$ cat config.mk
export PLATFORM = sky130hd
export DESIGN_NAME = internoc_ni_txn_scheduler
export DESIGN_NICKNAME = d
export VERILOG_FILES = /design/src/rtl/internoc_ni_txn_scheduler.sv
export SDC_FILE = /design/constraint.sdc
export NUM_CORES = 1
export LEC_CHECK = 0
export ABC_CLOCK_PERIOD_IN_PS = 2700
export CAP_MARGIN = 20
export CORE_MARGIN = 5
export CORE_UTILIZATION = 25
export DETAILED_ROUTE_END_ITERATION = 10
export PLACE_DENSITY = 0.57
export SETUP_SLACK_MARGIN = 0.02
export SYNTH_ARGS = -nofsm -noshare
export SYNTH_HDL_FRONTEND = slang
export SYNTH_SLANG_ARGS = --single-unit
$ cat constraint.sdc
create_clock -name ACLK -period 2.7 [get_ports ACLK]
set_clock_uncertainty 0.05 [all_clocks]
set_input_delay 0.54 -clock ACLK [delete_from_list [all_inputs] [get_ports ACLK]]
set_output_delay 0.54 -clock ACLK [all_outputs]
set_load 0.01 [all_outputs]
$ cat src/rtl/internoc_ni_txn_scheduler.sv
// Round-robin scheduler sharing one InterNoC NI AXI master port between NUM_REQ requesters.
// Issues a one-cycle INIT pulse, waits for the master's DONE rising edge under a watchdog.
module internoc_ni_txn_scheduler #(
    parameter int unsigned NUM_REQ        = 4,
    parameter int unsigned ADDR_W         = 32,
    parameter int unsigned TIMEOUT_CYCLES = 4096
) (
    input  logic                      ACLK,
    input  logic                      ARESET,
    input  logic [NUM_REQ-1:0]        REQ,
    input  logic [NUM_REQ*ADDR_W-1:0] REQ_ADDR,
    output logic [NUM_REQ-1:0]        REQ_GNT,
    output logic [NUM_REQ-1:0]        REQ_DONE,
    output logic [NUM_REQ-1:0]        REQ_ERR,
    output logic                      REQ_TIMEOUT,
    output logic                      M_AXI_INIT_AXI_TXN,
    output logic [ADDR_W-1:0]         M_AXI_TARGET_BASE,
    input  logic                      M_AXI_TXN_DONE,
    input  logic                      M_AXI_ERROR,
    output logic                      BUSY,
    output logic [15:0]               TXN_COUNT
);

    localparam int unsigned IDX_W = $clog2(NUM_REQ);
    localparam int unsigned WD_W  = $clog2(TIMEOUT_CYCLES);

    typedef enum logic [1:0] {
        IDLE,
        PULSE,
        WAIT,
        RESP
    } state_t;

    state_t             state_q;
    state_t             state_d;
    logic [IDX_W-1:0]   last_q;
    logic [IDX_W-1:0]   gnt_idx_q;
    logic [WD_W-1:0]    wd_q;
    logic               done_q;
    logic               completion;
    logic               wd_expired;
    logic               win_valid;
    logic [IDX_W-1:0]   win_idx;
    logic [IDX_W-1:0]   cand;

    // Search starts just after the last grant and wraps, so the first hit is the winner.
    always_comb begin
        win_valid = 1'b0;
        win_idx   = '0;
        cand      = '0;
        for (int unsigned i = 0; i < NUM_REQ; i++) begin
            cand = IDX_W'((32'(last_q) + 32'd1 + i) % NUM_REQ);
            if (!win_valid && REQ[cand]) begin
                win_valid = 1'b1;
                win_idx   = cand;
            end
        end
    end

    always_comb begin
        state_d    = state_q;
        completion = M_AXI_TXN_DONE & ~done_q;
        wd_expired = (wd_q == WD_W'(TIMEOUT_CYCLES - 1));
        case (state_q)
            IDLE:    if (win_valid) state_d = PULSE;
            PULSE:   state_d = WAIT;
            WAIT:    if (completion || wd_expired) state_d = RESP;
            RESP:    state_d = IDLE;
            default: state_d = IDLE;
        endcase
    end

    assign BUSY = (state_q != IDLE);

    always_ff @(posedge ACLK) begin
        if (ARESET) begin
            state_q            <= IDLE;
            last_q             <= IDX_W'(NUM_REQ - 1);
            gnt_idx_q          <= '0;
            wd_q               <= '0;
            done_q             <= 1'b0;
            REQ_GNT            <= '0;
            REQ_DONE           <= '0;
            REQ_ERR            <= '0;
            REQ_TIMEOUT        <= 1'b0;
            M_AXI_INIT_AXI_TXN <= 1'b0;
            M_AXI_TARGET_BASE  <= '0;
            TXN_COUNT          <= '0;
        end else begin
            state_q <= state_d;
            done_q  <= M_AXI_TXN_DONE;
            case (state_q)
                IDLE: begin
                    if (win_valid) begin
                        REQ_GNT            <= NUM_REQ'(1) << win_idx;
                        gnt_idx_q          <= win_idx;
                        M_AXI_TARGET_BASE  <= REQ_ADDR[32'(win_idx) * ADDR_W +: ADDR_W];
                        M_AXI_INIT_AXI_TXN <= 1'b1;
                    end
                end
                PULSE: begin
                    M_AXI_INIT_AXI_TXN <= 1'b0;
                    wd_q               <= '0;
                end
                WAIT: begin
                    // A genuine completion takes precedence over a coincident watchdog expiry.
                    if (completion) begin
                        REQ_DONE    <= REQ_GNT;
                        REQ_ERR     <= M_AXI_ERROR ? REQ_GNT : '0;
                        REQ_TIMEOUT <= 1'b0;
                        REQ_GNT     <= '0;
                    end else if (wd_expired) begin
                        REQ_DONE    <= REQ_GNT;
                        REQ_ERR     <= REQ_GNT;
                        REQ_TIMEOUT <= 1'b1;
                        REQ_GNT     <= '0;
                    end else begin
                        wd_q <= wd_q + WD_W'(1);
                    end
                end
                RESP: begin
                    REQ_DONE    <= '0;
                    REQ_ERR     <= '0;
                    REQ_TIMEOUT <= 1'b0;
                    TXN_COUNT   <= TXN_COUNT + 16'd1;
                    last_q      <= gnt_idx_q;
                end
                default: ;
            endcase
        end
    end

endmodule

-- Word-level counts from Yosys, hierarchy flattened
Index checks and enable logic that the tools add are counted.
- bits in registers: 81
- output and inout port bits: 63
- word-level logic and storage cells: 91
- add/sub/neg operators: 6
- magnitude comparators: 4
- equal/unequal tests: 9
- shift operators: 2
- muxes and demuxes: 37
- bitwise logic cells: 2
- reduce and logical (&&, ||, !) cells: 19
- operators with widths (operator ; count):
    indexed part select 128 x 8 -> 32 bit ; 1
    2-to-1 mux 4 bit ; 7
    2-to-1 mux 12 bit ; 2
    one-hot mux 12 bit (2 select lines) ; 1
    one-hot mux 4 bit (2 select lines) ; 3
    adder 16 x 1 -> 16 bit (second input constant) ; 1
    adder 12 x 1 -> 12 bit (second input constant) ; 1
    == test 12 bit (second input constant) ; 1
    < comparator 2 x 3 -> 1 bit (second input constant) ; 4
    2-to-1 mux 2 bit ; 6
    2-to-1 mux 1 bit ; 11
    nonzero test 2 bit ; 5
    binary-select mux 1 bit (select 2 bit) ; 4
    inequality test 2 bit (second input constant) ; 4
    one-hot mux 2 bit (4 select lines) ; 1
    AND reduction 2 bit ; 4
    AND reduction 3 bit ; 2
    adder 2 x 1 -> 2 bit (second input constant) ; 2
    adder 2 bit (second input constant) ; 2
    == test 2 bit (second input constant) ; 2
    one-hot mux 1 bit (2 select lines) ; 2
    << shifter 1 x 2 -> 4 bit (first input constant) ; 1
    logical AND 1 bit ; 3
    zero test 1 bit ; 3
    other kinds (6) ; 6

-- Logic depth before layout (Yosys ltp)
Gate-level depths: netlist of the first run.
- word-level depth: 16
- depth in mapped cells: 8
- gate-level depth less buffers: 7

-- Worst setup path after synthesis of the first run
Ideal clock, no wire load.
- kind: in2reg
- from: input REQ[1]
- to: register M_AXI_TARGET_BASE[0]
- setup time: 0.138 ns
- arrival time: 1.852 ns
- path slack: 0.661 ns
- stages on the path: 7
- path through: o211ai_1 o21ai_1 or4_1 clkbuf_1 buf_2 a211oi_1 a211oi_1
- word-level cells in the longest chain between the ends: 13
- elaborated cells between the ends (all ways): 24
- those cells by class: shift (1); mux (16); reduce/logical (7)
- ends and longest elaborated chain (item ; RTL line ; RTL):
    start, declared ; 10 ; input logic [NUM_REQ-1:0] REQ,
    binary-select mux 1 bit (select 2 bit) ; 53 ; if (!win_valid && REQ[cand]) begin
    2-to-1 mux 1 bit (implied by the code) ; 53 ;
    2-to-1 mux 1 bit ; 53 ;
    zero test 1 bit ; 53 ;
    logical AND 1 bit ; 53 ;
    2-to-1 mux 1 bit ; 53 ;
    zero test 1 bit ; 53 ;
    logical AND 1 bit ; 53 ;
    2-to-1 mux 1 bit ; 53 ;
    zero test 1 bit ; 53 ;
    logical AND 1 bit ; 53 ;
    2-to-1 mux 2 bit / 2-to-1 mux 1 bit (equally long branches) ; 53 ;
    indexed part select 128 x 8 -> 32 bit / AND reduction 2 bit (equally long branches) ; - ;
    end signal, assigned ; 97 ; M_AXI_TARGET_BASE <= REQ_ADDR[32'(win_idx) * ADDR_W +: ADDR_W];
    end, declared ; 17 ; output logic [ADDR_W-1:0] M_AXI_TARGET_BASE,
Several ways; a longest one is shown, not always the timed one. The select of a mux whose other input is x is not followed.
A chain may end at the register's enable or synchronous reset.

-- Worst setup path in the final report of the first run
- from: register state_q[1]
- to: output BUSY
- word-level cells in the longest chain between the ends: 1
- ends and longest elaborated chain (item ; RTL line ; RTL):
    start, declared ; 34 ; state_t state_q;
    start signal, assigned ; 90 ; state_q <= state_d;
    nonzero test 2 bit ; 73 ; assign BUSY = (state_q != IDLE);
    end, declared ; 20 ; output logic BUSY,
Every way passes these cells.

==> results of run 1 <==
## final cells by class
cell class	count	area [um^2]	share of cell area (%)
clock buffers	12	256	3.62
clock inverters	4	51.3	0.723
inverters	40	150	2.12
multi-input cells	360	2560	36.2
flip-flops and latches	81	1620	22.9
well taps	229	287	4.04
repair buffers	219	2160	30.5
## sequential cells by signal, summed over array words and instances, names as in the netlist, 4 cells and up
name               flops
REQ_DONE               4
TXN_COUNT             16
REQ_ERR                4
REQ_GNT                4
wd_q                  12
M_AXI_TARGET_BASE     32
## where the power goes
part           internal (uW)  switching (uW)  total (uW)
clock                    768             514        1280
combinational           1090            1120        2220
sequential              1480             192        1670
## cells by family after synthesis
| logic type | Yosys count |
|---|---|
| compound gates | 168 |
| xor+xnor | 21 |
| fa+ha+maj | 7 |
| buf+inv | 80 |
| flops | 81 |
| mux | 40 |
| simple gates | 124 |
## how the worst max path moves through the flow
stage | endpoint | start | slack [ns] | cells after the start
after CTS | BUSY | state_q[0] | 0.28 | 4
after detailed placement | M_AXI_TARGET_BASE[24] | REQ[0] | 0.08 | 7
final | BUSY | state_q[1] | 0.30 | 4
after global placement | M_AXI_TARGET_BASE[29] | REQ[0] | 0.12 | 7
after global routing | BUSY | state_q[0] | 0.21 | 4
after floorplan | M_AXI_TARGET_BASE[0] | REQ[1] | 0.66 | 7
## stage by stage
stage	hold WS, ns	util, %	instances	cell area [um^2]
5_1_grt	0.436	39.7	945	7090
6_report	0.415	39.7	945	7090
2_1_floorplan	0.379	-	521	4510
4_1_cts	0.417	39.7	945	7090
3_3_place_gp	0.397	38.0	929	6780
3_5_place_dp	0.403	38.0	929	6780
## worst max-delay path, stage by stage (launching register included)
cell and delay (ns):
dfxtp_1 0.38, inv_1 0.10, ha_1 0.23, inv_1 0.18, clkdlybuf4s50_1 0.57
## routing by layer
metal	wire length (um)	track usage (%)	vias to the layer above
met5	0	0	-
met1	6570	17.3	2171
li1	-	-	2287
met2	7780	25.9	165
met3	1650	6.12	15
met4	223	4.52	0
## cells in the final DEF (no fill, tap or decap), types with 2 or more instances in the layout
master           instances
a211o_1                  2
a211oi_1                98
a21oi_1                 11
and3_1                   3
buf_12                   2
buf_4                   19
clkbuf_16                9
clkbuf_8                 2
clkdlybuf4s50_1        197
dfxtp_1                 81
ha_1                     7
inv_1                   40
mux2i_1                 39
nand2_1                 19
nand2b_1                 8
nand3_1                 10
nand3b_1                 2
nand4_1                 10
nor2_1                  38
nor2b_1                  8
nor3_1                   6
nor4_1                   3
o211ai_1                 2
o21ai_0                 10
o21bai_1                33
or3_1                    5
or4_1                    2
xnor2_1                 11
xor2_1                  10
==> results.yml, run 1 <==
drt:
  vias: 4638
  wl_per_cell_um: 17.2
  first_iter_violations: 205
  drc_errors: 0
  dr.pass1.iters: 4
  ant_nets: 0
  totalWireLength_um: 16200
  vias_per_cell: 4.91
cts:
  clkLatencyLatePin_ns: 0.34
  post_cts_buffers: 0
  cts_tree: "yes"
  path_clk_slew_ns: 0.07
  cts_hold_buf: 0
  clockBufferDepth: 2
  cts_root_buf: "clkbuf_16"
  ctsResizeCount: 0
  cts_buffers: 9
  htreeDepth: 3
  cts.sinks: 81
critical_path:
  critical_path_required_ns: 2.11
  worstSetupStartpointType: "flop"
  rr_endpoint: "wd_q[5]"
  setup.worst_path.class: "reg2out"
  rrSetupSlack_ns: 0.54
  crit_arrival_ns: 1.81
  reg2reg_from: "state_q[0]"
  critPathCaptureType: "output port"
  path_max_fanout: 6
  r2r_cells: 7
global_routing:
  grt_pass1_wl_um: 24800
  gr-total-overflow: 0
  grt_pass1_vias: 4744
  grt_usage_pct: 15.1
  grt_antenna_before_repair: 0
  grt_max_degree: 41
power:
  leakagePower_uw: 0.00265
  total_power_uw: 5170
  p_per_area_nw_per_um2: 730
  vdd_drop_max_mv: 0.335
min_path:
  hold_path.startpoint: "gnt_idx_q[0]"
  worstHoldPathCells: 1
  min_path_type: "reg2reg"
  whs_endpoint: "last_q[0]"
floorplanning:
  dieArea_um2: 20800
  start_util_pct: 25.3
  die_x_um: 144
  fp.dieH_um: 144
  io_pins: 199
  row_count: 49
  core_area_um2: 17800
synthesis:
  synth_most_common_cell: "a211oi_1"
  ys.flop_type: "dfxtp_1"
  synth_area_leaders: "dfxtp_1 36%, a211oi_1 16%, mux2i_1 8.7%"
  synth.area.mux_share_pct: 8.91
  synth_top_family_by_area: "compound AO/OA/AOI/OAI gates"
  synth_top_area_share_pct: 36.0
  syn_area_per_cell_um2: 8.65
  ys_types: 50
  synth_compound_gate_area_share_pct: 27.2
  synth-xor-area-share_pct: 4.08
  async_flop_share_pct: 0
  synth.cell_area_um2: 4510
  yosysSeqAreaShare_pct: 36.0
  synthTopCellsByCount: "98 x a211oi_1, 81 x dfxtp_1, 40 x inv_1"
  syn-instance-count: 521
  yosysWarningCount: 0
  synth_nets: 664
  synthSimpleGateAreaFrac_pct: 14.5
  synth_largest_area_cell: "dfxtp_1"
  synthAdderAreaFrac_pct: 1.94
  synth_edf_count: 0
  synth_seq_cells: 81
cells_and_area:
  fillerInstances: 1765
  synthToLayoutAreaGrowth_pct: 57.3
  diodes: 0
  fin_nets: 854
  drive_above_1_share_pct: 6.56
timing:
  worst_slack_ns: 0.302
  slew_viol_final: 0
  final_hold_viol_count: 0
  period_share_pct: 88.8
  rsz0062_at_grt: "no"
  min_period_ns: 2.40
  timing.setup.tns_ns: 0
  fmax_mhz: 417
  slew_headroom_pct: 63.3
  worst_pin_slew_ns: 0.549
  setup_viol: 0
place:
  gp_congestion: 0.876
  post-place-ws_ns: 0.0823
  io_buffers: 198
  dp_hpwl_um: 12400
status:
  status: "finished, final reports clean"
job:
  cap_violations: 0
No activity file was read; power rests on OpenSTA's default activity.
==> inputs of run 2 (changes only) <==
Settings changed: SKIP_CTS_REPAIR_TIMING set to 1.
==> results of run 2 <==
Final layout, timing and power as in run 1 (identical DEF).
